===== src/rtl/mcycle_unit.sv =====
// mcycle_unit: iterative 32-cycle shift-add multiplier / restoring divider with stall request
module mcycle_unit (
  input  logic        CLK,
  input  logic        RESET,
  input  logic        Start,
  input  logic [1:0]  MCycleOp,
  input  logic [31:0] Operand1,
  input  logic [31:0] Operand2,
  output logic [31:0] Result1,
  output logic [31:0] Result2,
  output logic        Busy
);
  typedef enum logic [1:0] {IDLE, COMPUTING, DONE} stateT;
  stateT state, nextState;
  logic [1:0] opReg;
  logic [31:0] op1Reg, op2Reg, hiReg, loReg;
  logic [4:0] count;
  logic isDiv, neg1, neg2, inNeg;
  logic [31:0] mag1, mag2, inSel, inMag, stepHi, stepLo, quo, rem, res1Next, res2Next;
  logic [32:0] mulSum, trial;
  logic [63:0] prod;
  always_ff @(posedge CLK)
    state <= RESET ? IDLE : nextState;
  always_comb
    nextState = state == IDLE      ? (Start ? COMPUTING : IDLE) :
                state == COMPUTING ? (count == 5'd31 ? DONE : COMPUTING) : IDLE;
  always_comb
    Busy = ~RESET & ((state == IDLE & Start) | state == COMPUTING);
  always_comb begin
    inSel    = MCycleOp[1] ? Operand1 : Operand2;
    inNeg    = ~MCycleOp[0] & inSel[31];
    inMag    = inNeg ? -inSel : inSel;
    isDiv    = opReg[1];
    neg1     = ~opReg[0] & op1Reg[31];
    neg2     = ~opReg[0] & op2Reg[31];
    mag1     = neg1 ? -op1Reg : op1Reg;
    mag2     = neg2 ? -op2Reg : op2Reg;
    mulSum   = {1'b0, hiReg} + (loReg[0] ? {1'b0, mag1} : 33'd0);
    trial    = {hiReg, loReg[31]} - {1'b0, mag2};
    stepHi   = isDiv ? (trial[32] ? {hiReg[30:0], loReg[31]} : trial[31:0]) : mulSum[32:1];
    stepLo   = isDiv ? {loReg[30:0], ~trial[32]} : {mulSum[0], loReg[31:1]};
    prod     = (neg1 ^ neg2) ? -{stepHi, stepLo} : {stepHi, stepLo};
    quo      = (neg1 ^ neg2) ? -stepLo : stepLo;
    rem      = neg1 ? -stepHi : stepHi;
    res1Next = !isDiv ? prod[31:0]  : op2Reg == 32'd0 ? 32'hFFFF_FFFF : quo;
    res2Next = !isDiv ? prod[63:32] : op2Reg == 32'd0 ? op1Reg : rem;
  end
  always_ff @(posedge CLK) begin
    if (RESET) begin
      opReg   <= '0;
      op1Reg  <= '0;
      op2Reg  <= '0;
      hiReg   <= '0;
      loReg   <= '0;
      count   <= '0;
      Result1 <= '0;
      Result2 <= '0;
    end else if (state == IDLE && Start) begin
      opReg  <= MCycleOp;
      op1Reg <= Operand1;
      op2Reg <= Operand2;
      hiReg  <= '0;
      loReg  <= inMag;
      count  <= '0;
    end else if (state == COMPUTING) begin
      hiReg <= stepHi;
      loReg <= stepLo;
      count <= count + 5'd1;
      if (count == 5'd31) begin
        Result1 <= res1Next;
        Result2 <= res2Next;
      end
    end
  end
endmodule

===== config.mk =====
export PLATFORM = sky130hd
export DESIGN_NAME = mcycle_unit
export DESIGN_NICKNAME = d
export VERILOG_FILES = /design/src/rtl/mcycle_unit.sv
export SDC_FILE = /design/constraint.sdc
export NUM_CORES = 1
export LEC_CHECK = 0
export CAP_MARGIN = 30
export CELL_PAD_IN_SITES_DETAIL_PLACEMENT = 0
export CELL_PAD_IN_SITES_GLOBAL_PLACEMENT = 1
export CORE_AREA = 3 3 206 208
export CTS_CLUSTER_SIZE = 28
export DETAILED_ROUTE_END_ITERATION = 10
export DIE_AREA = 0 0 209 211
export HOLD_SLACK_MARGIN = 0.02
export PLACE_DENSITY = 0.88
export SLEW_MARGIN = 20
export SYNTH_ARGS = -nofsm -noshare
export SYNTH_HDL_FRONTEND = slang
export SYNTH_SLANG_ARGS = --single-unit

===== constraint.sdc =====
create_clock -name CLK -period 9 [get_ports CLK]
set_input_delay 1.8 -clock CLK [delete_from_list [all_inputs] [get_ports CLK]]
set_output_delay 1.8 -clock CLK [all_outputs]
set_load 0.05 [all_outputs]

-- Word level (Yosys, flattened, before mapping)
Index checks and enable logic that the tools add are counted.
- bits in registers: 201
- logic and storage cells: 59
- bits of input ports: 69
- equal/unequal tests: 2
- bitwise operators: 12
- reduce and logical (&&, ||, !) cells: 6
- add/subtract/negate cells: 9
- mux-type cells: 21
- operator list (operator ; number):
    two-way mux 32 bit ; 16
    negator 32 bit ; 5
    two-way mux 64 bit ; 1
    negator 64 bit ; 1
    adder 32 x 32 -> 33 bit ; 1
    subtractor 33 x 32 -> 33 bit ; 1
    zero test 32 bit ; 1
    two-way mux 2 bit ; 3
    adder 5 x 1 -> 5 bit, second input constant ; 1
    AND 1 bit ; 5
    equality test 5 bit, second input constant ; 1
    inverter 1 bit ; 5
    AND reduction 3 bit ; 1
    equality test 2 x 1 -> 1 bit, second input constant ; 1
    zero test 2 bit ; 1
    nonzero test 2 bit ; 1
    OR reduction 2 bit ; 1
    logical AND 1 bit ; 1
    two-way mux 1 bit ; 1
    OR 1 bit ; 1
    bitwise XOR 1 bit ; 1

-- Longest topological paths before layout
- depth in word-level cells: 10
- gate-level depth with buffers: 31
- mapped depth without buffers: 28

-- Worst setup path after synthesis
OpenSTA, ideal clock, no wires.
- kind: reg2reg
- from: register op2Reg[6]
- to: register Result2[22]
- data arrival time: 6.218 ns
- slack: 2.696 ns
- clock period less this slack: 6.304 ns
- cell stages (with the launch flop): 31
- path buffers: 2
- cells stage by stage: dfxtp_1 -> nor3_1 -> nand2_1 -> nor3_1 -> nand2_1 -> nor4_1 -> nand2_1 -> o41ai_1 -> xor2_1 -> ha_1 -> buf_4 -> a21oi_1 -> o21ai_1 -> a211oi_2 -> o31ai_2 -> a211o_2 -> buf_6 -> nand3_1 -> a21boi_0 -> ha_1 -> nand3_1 -> nor2_1 -> and2_1 -> and4_1 -> nand2_1 -> nor2_1 -> nand2_1 -> o41ai_1 -> xnor2_1 -> a21oi_1 -> a211oi_1
- word-level cells in the longest chain between the ends: 9
- ends and longest elaborated chain (what ; RTL line ; RTL):
    from (decl) ; 16 ; logic [31:0] op1Reg, op2Reg, hiReg, loReg;
    from (signal assigned) ; 61 ; op2Reg <= Operand2;
    negator 32 bit ; 37 ; mag2 = neg2 ? -op2Reg : op2Reg;
    two-way mux 32 bit ; 37 ;
    subtractor 33 x 32 -> 33 bit ; 39 ; trial = {hiReg, loReg[31]} - {1'b0, mag2};
    two-way mux 32 bit (2 in series) ; 40 ; stepHi = isDiv ? (trial[32] ? {hiReg[30:0], loReg[31]} : trial[31:0]) : mulSum[32:1];
    negator 32 bit ; 44 ; rem = neg1 ? -stepHi : stepHi;
    two-way mux 32 bit ; 44 ;
    two-way mux 32 bit ; 46 ; res2Next = !isDiv ? prod[63:32] : op2Reg == 32'd0 ? op1Reg : rem;
    two-way mux 32 bit * ; 46 ;
    to (signal assigned) ; 71 ; Result2 <= res2Next;
    to (decl) ; 10 ; output logic [31:0] Result2,
Mark *: on every way between the ends. The rest lies on a longest branch, timed or not.
A chain may end at the register's enable or synchronous reset.

-- Worst setup path in the final report
Same ends and word-level chain as after synthesis.

==> impl_metrics.ini <==
[outcome]
status = complete, no violations

[grt]
grt_max_degree = 73
grt-ovfl-total = 0
antenna_found_initial = 1
grt_pass1_vias = 17599
grt_pass1_wl_um = 108000
grt_use_total_pct = 31.6

[routing]
drc = 0
wire_per_inst_um = 23.9
num_vias = 19146
drtIter0Drc = 2280
vias_per_cell = 6.27
final_antenna_net_count = 0
wl_um = 73000
firstDrtPassIters = 6

[logic_synthesis]
yosys-top-cells-count = 353 x nand2_1, 277 x nor2_1, 236 x a21oi_1
synth_most_common_cell = nand2_1
synth_ff_type = dfxtp_1
yosys.area.top_type = dfxtp_1
synth_seq_area_share_pct = 22.6
synthTopCellsByArea = dfxtp_1 23%, nand2_1 7.5%, a21oi_1 6.6%
syn-num-nets = 2609
postSynthCellCount = 2467
ys_types = 102
avgSynthCellArea_um2 = 7.21
synth_area_um2 = 17800
ys_async_sr_fraction_pct = 0
ys.warnings.count = 0
synth-seq-cells = 201
synth_top_area_share_pct = 22.6
synth_edf_count = 0

[clock_network]
cts_sinks = 201
clk_pin_slew_worst_paths_ps = 70
cts-htree-levels = 1
cts_resized = 0
cts_root_buf = clkbuf_16
clk_path_buf_depth = 3
postCtsSetupBuffers = 0
cts_inserted_buffers = 25
cts_tree = built
hold_buffers = 0
clkLatencyLatePin_ps = 560

[power]
leakage_nw = 7.61
vdd_drop_max_mv = 0.141
power_mw = 3.24
p_per_area_nw_per_um2 = 160

[final_layout]
fin_nets = 2646
design_area_um2 = 20300
register_area_um2 = 4030
multi_input_area_um2 = 13000
area_growth_pct = 14.0
diodes = 0
n_fill_cell = 4134
drive_above_1_share_pct = 5.87

[floorplan]
start_util_pct = 43.6
die_height_um = 211
io_pins = 134
die_x_um = 209
fp-row-count = 74
coreArea_um2 = 40700
fp.dieArea_um2 = 44100

[worst_hold_path]
hold_class = reg2reg

[critical_path]
max_stage_delay_ps = 550
critical_path_class = reg2reg
worst_setup_path_start_kind = flop
slowest_stage = nor4_1
worstPathMaxFanout = 22
arrival_ps = 8210
endpoint_kind = flop
critPathMostFrequentCell = nand2_1
worstPathRequired_ps = 9480

[sta]
timing.final.hold_violations = 0
rsz0062_at_grt = false
final.period_utilization_pct = 86.0
skew_ps = 25.4
setup_slack_ps = 1260
slew-limit-headroom_pct = 36.8
worst_slew_pin_slew_ps = 922
fin_crit_ps = 7740
final_max_slew_viol_count = 0
fin_tns_setup_ps = 0
max_freq_mhz = 129
finalSetupViolations = 0

[placement]
place_ws_ps = 1410
globalplace.congestion = 1.03
hpwlAfterDp_um = 56500
port_buffers = 133
placed_cell_area_um2 = 19400

[flow_run]
drv_cap = 0
## layout make-up
| class | instances | area share, % |
|---|---|---|
| clock inverter | 11 | 0.741 |
| timing repair buffer | 171 | 8.01 |
| clock buffer | 35 | 3.57 |
| inverter | 33 | 0.611 |
| multi-input combinational | 2072 | 63.9 |
| sequential | 201 | 19.9 |
| tap | 532 | 3.28 |
## stage by stage
step	std cells	utilization [%]	hold slack, ps
floorplan	2467	-	441
global placement	3004	47.5	437
detailed placement	3005	47.5	449
CTS	3051	49.7	460
global route	3055	49.8	474
finish	3055	49.8	456
## placed cells by master (no fill, tap or decap), types with 37 or more instances in the layout
cell type,instances
nand2_1,352
ha_1,71
and2_1,44
dfxtp_1,200
a31oi_1,37
a211oi_1,76
o21ai_0,119
nor2_1,276
buf_4,37
mux2i_1,73
clkdlybuf4s50_1,131
nor3_1,96
xnor2_1,109
a21oi_1,236
xor2_1,97
## path summary, 6_finish.rpt
check                           cells past startpoint        start  slack, ps           to
worst max-delay path                               28    op2Reg[6]       1260  Result2[22]
worst min-delay path                                2  Result2[13]        460  Result2[13]
worst max register to register                     28    op2Reg[6]       1260  Result2[22]
worst min register to register                      2  Result2[13]        460  Result2[13]
## cell families after synthesis
| logic type | after synthesis | synth area share [%] |
|---|---|---|
| mux | 80 | 4.60 |
| xor+xnor | 206 | 10.1 |
| buf+inv | 194 | 4.57 |
| simple gates | 1001 | 26.4 |
| fa+ha+maj | 73 | 5.22 |
| compound gates | 712 | 26.5 |
| flops | 201 | 22.6 |
## registers in the layout, summed over array words and instances (netlist names)
signal and cells:
Result1 32, Result2 32, hiReg 32, loReg 32, op1Reg 32, op2Reg 32, count 5, opReg 2
state 2
## critical path, delay by kind of cell, from the launching register on
family / cells / cell delay, ps
fa+ha+maj: 2 / 640
compound gates: 9 / 2690
flops: 1 / 350
simple gates: 15 / 3600
xor+xnor: 2 / 360
## report_power, final
group / switching (mW) / internal (mW) / leakage [nW]
combinational: 0.752 / 0.396 / 5.54
clock: 0.437 / 0.649 / 0.424
sequential: 0.0772 / 0.928 / 1.64
total: 1.27 / 1.97 / 7.61
## per-layer routing
layer,track usage (%),vias up,wire length [um]
met3,6.53,173,7160
met4,16.3,2,4490
met5,0,-,12
li1,-,8993,-
met1,45.1,9034,31900
met2,44.6,944,29400
Power figures use the tool's default switching activity.
